## config.mk

```make
export PLATFORM = sky130hd
export DESIGN_NAME = pipe_bram_ctrl
export DESIGN_NICKNAME = d
export VERILOG_FILES = /design/src/rtl/pipe_bram_ctrl.sv
export SDC_FILE = /design/constraint.sdc
export NUM_CORES = 1
export LEC_CHECK = 0
export CORE_MARGIN = 2
export CORE_UTILIZATION = 60
export DETAILED_ROUTE_END_ITERATION = 8
export GPL_TIMING_DRIVEN = 0
export PLACE_DENSITY = 0.84
export SYNTH_ARGS = -nofsm -noshare
export SYNTH_HDL_FRONTEND = slang
export SYNTH_SLANG_ARGS = --single-unit
```

## constraint.sdc

```tcl
create_clock -name clk -period 3.6 [get_ports clk]
set_input_delay 0.36 -clock clk [delete_from_list [all_inputs] [get_ports clk]]
set_output_delay 0.36 -clock clk [all_outputs]
set_load 0.01 [all_outputs]
```

## src/rtl/pipe_bram_ctrl.sv

```systemverilog
// pipe_bram_ctrl
// Run-time sequencer for a BRAM-backed fixed-delay stream line. Drives the
// write/read ports of an external simple-dual-port BRAM (1-cycle read
// latency) so one physical buffer gives any delay D in 2..DEPTH, and tracks
// sample validity with a private tag array so only current-run samples
// emerge on vout.
//
// Ports:
//   clk, rstn          clock, asynchronous active-low reset
//   start, cfg_delay   begin a run with delay D (honoured in IDLE only)
//   flush              end the run and drain in-flight samples
//   vin                input sample valid this cycle
//   bram_we/bram_waddr BRAM write port control
//   bram_re/bram_raddr BRAM read port control
//   vout               valid aligned with BRAM read data
//   busy, warmed, done status: not idle, in RUN, last DRAIN cycle
//   err_cfg            sticky illegal-delay flag, cleared by a legal start
//
// state | meaning
// ------+-----------------------------------------------------------
// IDLE  | no run; ports quiet, write address parked at 0
// FILL  | first D cycles of a run; buffer warming, warmed low
// RUN   | steady state, D-cycle delay line, until flush
// DRAIN | D cycles with writes off so in-flight samples emerge

module pipe_bram_ctrl #(
    parameter int ADDR_W = 4
) (
    input  logic              clk,
    input  logic              rstn,
    input  logic              start,
    input  logic [ADDR_W:0]   cfg_delay,
    input  logic              flush,
    input  logic              vin,
    output logic              bram_we,
    output logic [ADDR_W-1:0] bram_waddr,
    output logic              bram_re,
    output logic [ADDR_W-1:0] bram_raddr,
    output logic              vout,
    output logic              busy,
    output logic              warmed,
    output logic              done,
    output logic              err_cfg
);

    localparam int DEPTH = 1 << ADDR_W;
    localparam logic [ADDR_W:0] DEPTH_V = {1'b1, {ADDR_W{1'b0}}};
    localparam logic [ADDR_W:0] MIN_D   = (ADDR_W+1)'(2);

    typedef enum logic [1:0] {IDLE, FILL, RUN, DRAIN} state_t;

    state_t              state, state_nxt;
    logic [ADDR_W-1:0]   wr_addr;
    logic [ADDR_W-1:0]   wr_inc;
    logic [ADDR_W:0]     d_reg;
    logic [ADDR_W:0]     d_last;
    logic [ADDR_W:0]     act_cnt;
    logic [ADDR_W:0]     drain_cnt;
    logic [DEPTH-1:0]    tag;
    logic                active;
    logic                gate;
    logic                cfg_ok;
    logic                vout_r;
    logic                err_r;

    assign active = (state != IDLE);
    assign d_last = d_reg - 1'b1;
    assign cfg_ok = (cfg_delay >= MIN_D) && (cfg_delay <= DEPTH_V);
    // Next write address, which is also the read address: the slot written
    // D-1 cycles ago, whose BRAM data appears one cycle later, D after write.
    assign wr_inc = ({1'b0, wr_addr} == d_last) ? '0 : wr_addr + 1'b1;
    // act_cnt saturates at D-1; until then the addressed slots have not been
    // written in this run, so their tags are stale and must be masked.
    assign gate   = (act_cnt == d_last);

    always_ff @(posedge clk or negedge rstn) begin
        if (!rstn) begin
            state <= IDLE;
        end else begin
            state <= state_nxt;
        end
    end

    always_comb begin
        state_nxt  = state;
        bram_we    = 1'b0;
        bram_re    = 1'b0;
        bram_raddr = '0;
        case (state)
            IDLE: begin
                if (start && cfg_ok) state_nxt = FILL;
            end
            FILL: begin
                bram_we = vin;
                if (flush)                  state_nxt = DRAIN;
                else if (act_cnt == d_last) state_nxt = RUN;
            end
            RUN: begin
                bram_we = vin;
                if (flush) state_nxt = DRAIN;
            end
            DRAIN: begin
                if (drain_cnt == '0) state_nxt = IDLE;
            end
            default: state_nxt = IDLE;
        endcase
        if (active) begin
            bram_re    = 1'b1;
            bram_raddr = wr_inc;
        end
    end

    always_ff @(posedge clk or negedge rstn) begin
        if (!rstn) begin
            wr_addr   <= '0;
            d_reg     <= MIN_D;
            act_cnt   <= '0;
            drain_cnt <= '0;
            tag       <= '0;
            vout_r    <= 1'b0;
            err_r     <= 1'b0;
        end else begin
            if (state == IDLE) begin
                wr_addr <= '0;
                act_cnt <= '0;
                if (start) begin
                    if (cfg_ok) begin
                        d_reg <= cfg_delay;
                        err_r <= 1'b0;
                    end else begin
                        err_r <= 1'b1;
                    end
                end
            end else begin
                wr_addr      <= (state_nxt == IDLE) ? '0 : wr_inc;
                tag[wr_addr] <= vin & (state != DRAIN);
                if (!gate) act_cnt <= act_cnt + 1'b1;
            end

            if (state != DRAIN && state_nxt == DRAIN) begin
                drain_cnt <= d_last;
            end else if (state == DRAIN) begin
                drain_cnt <= drain_cnt - 1'b1;
            end

            vout_r <= active & gate & tag[wr_inc];
        end
    end

    assign bram_waddr = wr_addr;
    assign vout       = vout_r;
    assign busy       = active;
    assign warmed     = (state == RUN);
    assign done       = (state == DRAIN) && (drain_cnt == '0);
    assign err_cfg    = err_r;

endmodule

```

* Word-level counts from Yosys, hierarchy flattened
Index checks and enable logic that the tools add are counted.
** Cells by class
- Equality and inequality tests :: 8
- Reduce and logical (&&, ||, !) cells :: 13
- Bitwise operators :: 3
- Add/sub/neg operators :: 4
- Order comparisons :: 5
- Mux-type cells :: 22
** Operators with widths (number)
- $mux 5 :: 4
- $bwmux 16 :: 1
- $mux 4 :: 4
- $lt 4x5->1 const B :: 2
- $mux 2 :: 5
- $sub 5x1->5 const B :: 2
- $pmux 2 s4 :: 1
- $eq 2x2->1 const B :: 3
- $add 5x1->5 const B :: 1
- $eq 4x5->1 :: 1
- $eq 5x5->1 :: 1
- $ge 5x2->1 const B :: 1
- $le 5x5->1 const B :: 1
- $logic_and 1x1->1 :: 5
- $logic_not 5->1 :: 1
- $mux 1 :: 5
- $add 4x1->4 const B :: 1
- $bmux 1 s4 :: 1
- $demux 1 s4 :: 1
- $ge 4x1->1 const B :: 1
- $logic_not 2->1 :: 2
- $reduce_bool 2->1 :: 2
- $and 1x1->1 :: 3
- $reduce_and 3->1 :: 1
- 5 further kinds :: 5
** Storage, ports and cells
- Register bits after elaboration :: 39
- Logic and storage cells :: 63
- Output and inout bits :: 15

* Longest topological paths before layout
- Depth after elaboration :: 8
- Gate-level depth with buffers :: 8

* Least setup slack after synthesis
OpenSTA, ideal clock, no wires.
- Path kind :: register to register
- Start point :: reg wr_addr[0], in the netlist bram_waddr[0]
- End point :: reg vout_r, in the netlist vout
- Path slack :: 1298 ps
- Period minus slack after synthesis :: 2302 ps
- Path buffers :: 1
- Arrival time :: 2166 ps
- Setup time :: 136 ps
- Stages on the path, launching flop included :: 8
- Path through :: dfrtp_1 ha_1 clkbuf_1 xor2_1 mux4_2 mux4_2 mux2i_1 nor3_1
** Between the ends
- Word-level cells in the longest chain between the ends :: 5
- Elaborated cells between the ends (all ways) :: 6
- Those cells by class :: 1 x add/sub; 1 x eq/ne; 3 x mux; 1 x bitwise
** Ends and longest elaborated chain
- start: declaration :: RTL line 53 : logic [ADDR_W-1:0] wr_addr;
- start signal: assignment :: RTL line 135 : wr_addr <= (state_nxt == IDLE) ? '0 : wr_inc;
- $add 4x1->4 / $eq 4x5->1 (equally long branches) :: RTL line 71 : assign wr_inc = ({1'b0, wr_addr} == d_last) ? '0 : wr_addr + 1'b1;
- $mux 4 (*) :: RTL line 71
- $bmux 1 s4 (*) :: RTL line 146 : vout_r <= active & gate & tag[wr_inc];
- $mux 1 (implied by the code) (*) :: RTL line 146
- $and 1x1->1 (*) :: RTL line 146
- end signal: assignment :: RTL line 146
- end: declaration :: RTL line 63 : logic vout_r;
Mark *: on every way between the ends. The rest lies on a longest branch, timed or not. The select of a mux whose other input is x is not followed.
A chain may end at the register's enable or synchronous reset.

* Worst setup path after layout
- Start point :: reg d_reg[0]
- End point :: out bram_raddr[3]
** Between the ends
- Word-level cells in the longest chain between the ends :: 4
** Ends and longest elaborated chain
- start: declaration :: RTL line 55 : logic [ADDR_W:0] d_reg;
- start signal: assignment :: RTL line 128 : d_reg <= cfg_delay;
- $sub 5x1->5 :: RTL line 67 : assign d_last = d_reg - 1'b1;
- $eq 4x5->1 :: RTL line 71
- $mux 4 :: RTL line 71
- $mux 4 :: RTL line 107 : if (active) begin
- end: declaration :: RTL line 38 : output logic [ADDR_W-1:0] bram_raddr,
No other way between the ends.

==> qor.txt <==
OUTCOME
---------------------------------------------------------------------------------
Outcome                                                              complete, no violations

CLOCKING
---------------------------------------------------------------------------------
Clock slew seen by the registers of the worst setup and hold paths          80 ps
PostCTS Resize Cnt                                                              0
Htree depth                                                                     2
TritonCTS buffer count                                                          5
CTS tree                                                                      yes
Post-CTS Hold Buffers                                                           0
Clock Root Buffer                                                        clkbuf_8
Worst-case clock buffer depth                                                   2
Number of buffers added for setup after CTS                                     0
Clk_lat worst skew                                                         290 ps
Number of clock sinks                                                          39

STA
---------------------------------------------------------------------------------
Post-layout worst setup margin                                             655 ps
Maximum clock rate                                                        340 MHz
Setup Viol. Count Final                                                         0
Time the final worst path needs with I/O delays and setup                 2950 ps
Rel. slew slack                                                             42.9%
Setup clock skew after layout                                             8.28 ps
Final worst path period share                                               81.8%
Count of pins over their slew limit                                             0
Post-route setup TNS                                                         0 ps
Actual slew at the worst max-slew pin                                      857 ps
RSZ-0062 raised after global routing                                           no
Final Hold Fails                                                                0

POWER
---------------------------------------------------------------------------------
Switching power summed over all nets                                      1.01 mW
PwrDens                                                                874 nW/um2
Max IR drop VDD                                                          0.363 mV
Logic gate share of total power                                             56.3%
Power Internal                                                            1.37 mW
Clock network fraction of total power                                       11.9%
Leak Pwr                                                                  1.14 nW
Total Power                                                               2.38 mW
Seq pwr share                                                               31.8%
Net Sw Frac                                                                 42.3%

SETUP PATH
---------------------------------------------------------------------------------
CP max-delay cell                                                         dfrtp_1
Arrival time of data at the critical path endpoint                        2590 ps
Critical path launch point type                                          register
Number of buffers and inverters on the critical path                            2
Crit path required time                                                   3240 ps
Crit-path cells                                                      inv_1, ha_1, nor3b_2, xnor2_1, nand4_1, nand2_1, nor2_1, clkdlybuf4s50_1
Stage delay of the slowest cell on the critical path                       480 ps
Kind of capture point of the worst setup path                         output port
Family with the most delay on the worst path                         simple AND/OR/NAND/NOR gates
Critical path class                                                  register to output port
Worst-path maximum fanout                                                       5

FINISH
---------------------------------------------------------------------------------
Register with the most flip-flops                                             tag
Fin cells                                                                     293
Total number of nets in the final design                                      265
Area added between synthesis and finish                                     16.2%
Max FFs per register                                                           16
N_diodes                                                                        0
Final-layout fill cell count                                                  262
Share of post-route cells with drive strength above 1                       20.8%

ROUTE
---------------------------------------------------------------------------------
Final routed DRC violation total                                                0
DRC violation total after the first TritonRoute iteration                     148
Vias per inst                                                                5.98
Avg WL per Cell                                                           16.5 um
Final wirelength                                                          4.83 mm
Total number of vias                                                        1,751
Number of antenna-violating nets in the routed design                           0
Count of TritonRoute iterations in the first routing pass                       4

FLOORPLAN
---------------------------------------------------------------------------------
Chip Height                                                               66.5 um
# rows                                                                         22
Die Footprint                                                            4420 um2
Io pins                                                                        25
Die Span X                                                                66.5 um
Initial Util                                                                63.1%
Core ar.                                                                 3720 um2

SYNTH
---------------------------------------------------------------------------------
Area fraction of the dominant cell type after synthesis                     40.6%
Synth cell count leaders                                             dfrtp_1 (38), nand2_1 (22), mux2_2 (21)
Number of synthesized flops with an enable pin                                  0
Largest area contributor in the netlist                                   dfrtp_1
Sequential cell area fraction in the yosys report                           41.7%
Synth async-reset ratio                                                      100%
Post-synthesis sequential element count                                        39
Dominant cell by count in the synthesized netlist                         dfrtp_1
Count of synthesis-stage warnings from yosys                                    0
Main area contributors after synthesis                               dfrtp_1 (41%), mux2_2 (10%), ha_1 (5.9%)
Post-synthesis instance total                                                 213
Top_reg_cell synth                                                        dfrtp_1
Post-Syn Nets                                                                 234
Synthesized cell area                                                    2340 um2
Number of library cell types mapped by synthesis                               47
Post-Synthesis Mean Instance Area                                        11.0 um2

GLOBAL ROUTE
---------------------------------------------------------------------------------
Pin count of the biggest net entering global routing                           40
Initial antenna violation count                                                 0
Global-route wire length before repair                                    8.25 mm
Total congestion overflow after global routing                                  0
Number of global-route vias before repair                                   1,757
All-Layer GR Usage                                                          25.1%

WORST HOLD PATH
---------------------------------------------------------------------------------
HP Class                                                             input pin to async pin

PLACE
---------------------------------------------------------------------------------
Count of placed standard cells including taps                                 285
Placed wire-length estimate after detailed placement                      3.57 mm
Routability cong.                                                           0.804
Number of port buffers                                                         24
Worst setup timing slack at the placement stage                            843 ps

RUN
---------------------------------------------------------------------------------
# Max-Cap Violations                                                            0

logic make-up (layout without fill, tap and decap cells):
family	Yosys count	after routing	share of synthesized area, %
AO/OA/AOI/OAI	26	26	9.56
XOR/XNOR	20	20	8.97
adder cells (fa/ha/maj)	11	11	5.87
buffers and inverters	19	51	3.20
flip-flops	39	39	41.7
multiplexers	28	28	15.8
AND/OR/NAND/NOR	70	70	14.9
power groups by stage:
stage          combinational [mW]  clock, mW  sequential [mW]
4_1_cts                      1.34      0.290            0.753
2_1_floorplan               0.983          0            0.724
5_1_grt                      1.48      0.310            0.775
3_3_place_gp                 1.28          0            0.750
3_5_place_dp                 1.33          0            0.760
6_report                     1.34      0.284            0.756
final cells by class:
| type | instances | area (um2) | share of cell area, % |
|---|---|---|---|
| timing repair buffer | 24 | 235 | 8.64 |
| clock buffer | 5 | 68.8 | 2.53 |
| multi-input combinational | 155 | 1290 | 47.4 |
| tap | 48 | 60.1 | 2.21 |
| clock inverter | 3 | 15.0 | 0.551 |
| sequential | 39 | 977 | 35.9 |
| buffer | 8 | 33.8 | 1.24 |
| inverter | 11 | 41.3 | 1.52 |
cell usage in the layout, fill, tap and decap left out, types with 2 or more instances in the layout:
master / instances
xor2_1: 6
mux2_2: 21
clkbuf_1: 7
xnor3_1: 2
nand2_1: 22
a21oi_1: 6
a31oi_1: 2
and3_1: 2
a211oi_2: 2
inv_2: 2
ha_1: 11
clkinv_2: 3
nor2_1: 18
mux4_2: 5
nand3_1: 7
clkdlybuf4s50_1: 23
mux2i_1: 2
nor3_1: 4
clkbuf_8: 5
nand4_1: 4
a221oi_2: 2
a211oi_1: 3
nor4_1: 2
inv_1: 9
dfrtp_1: 38
xnor2_1: 11
and2_1: 2
path summary, 6_finish.rpt:
check,cells past startpoint,start,endpoint,slack [ps]
max in group asynchronous,1,rstn,bram_waddr[2],2890
worst min register to register,2,err_cfg,err_cfg,490
worst max-delay path,8,d_reg[0],bram_raddr[3],650
min in group clk,2,err_cfg,err_cfg,490
worst max register to register,7,bram_waddr[0],vout,930
worst min-delay path,1,rstn,d_reg[3],170
through the flow:
stage               hold WS, ps  area (um2)  util, %
floorplan                  64.4        2340        -
global placement            465        2640     71.1
detailed placement          472        2640     71.0
CTS                         216        2720     73.3
global route                252        2720     73.3
finish                      174        2720     73.3
per-layer routing:
metal	part of all wire [%]	global-route usage (%)	up-vias
met4	1.2	7.14	0
met1	45	32.9	875
li1	-	-	816
met3	4.2	3.89	10
met2	50	43.4	50
met5	0	0	-
Power figures use the tool's default switching activity.
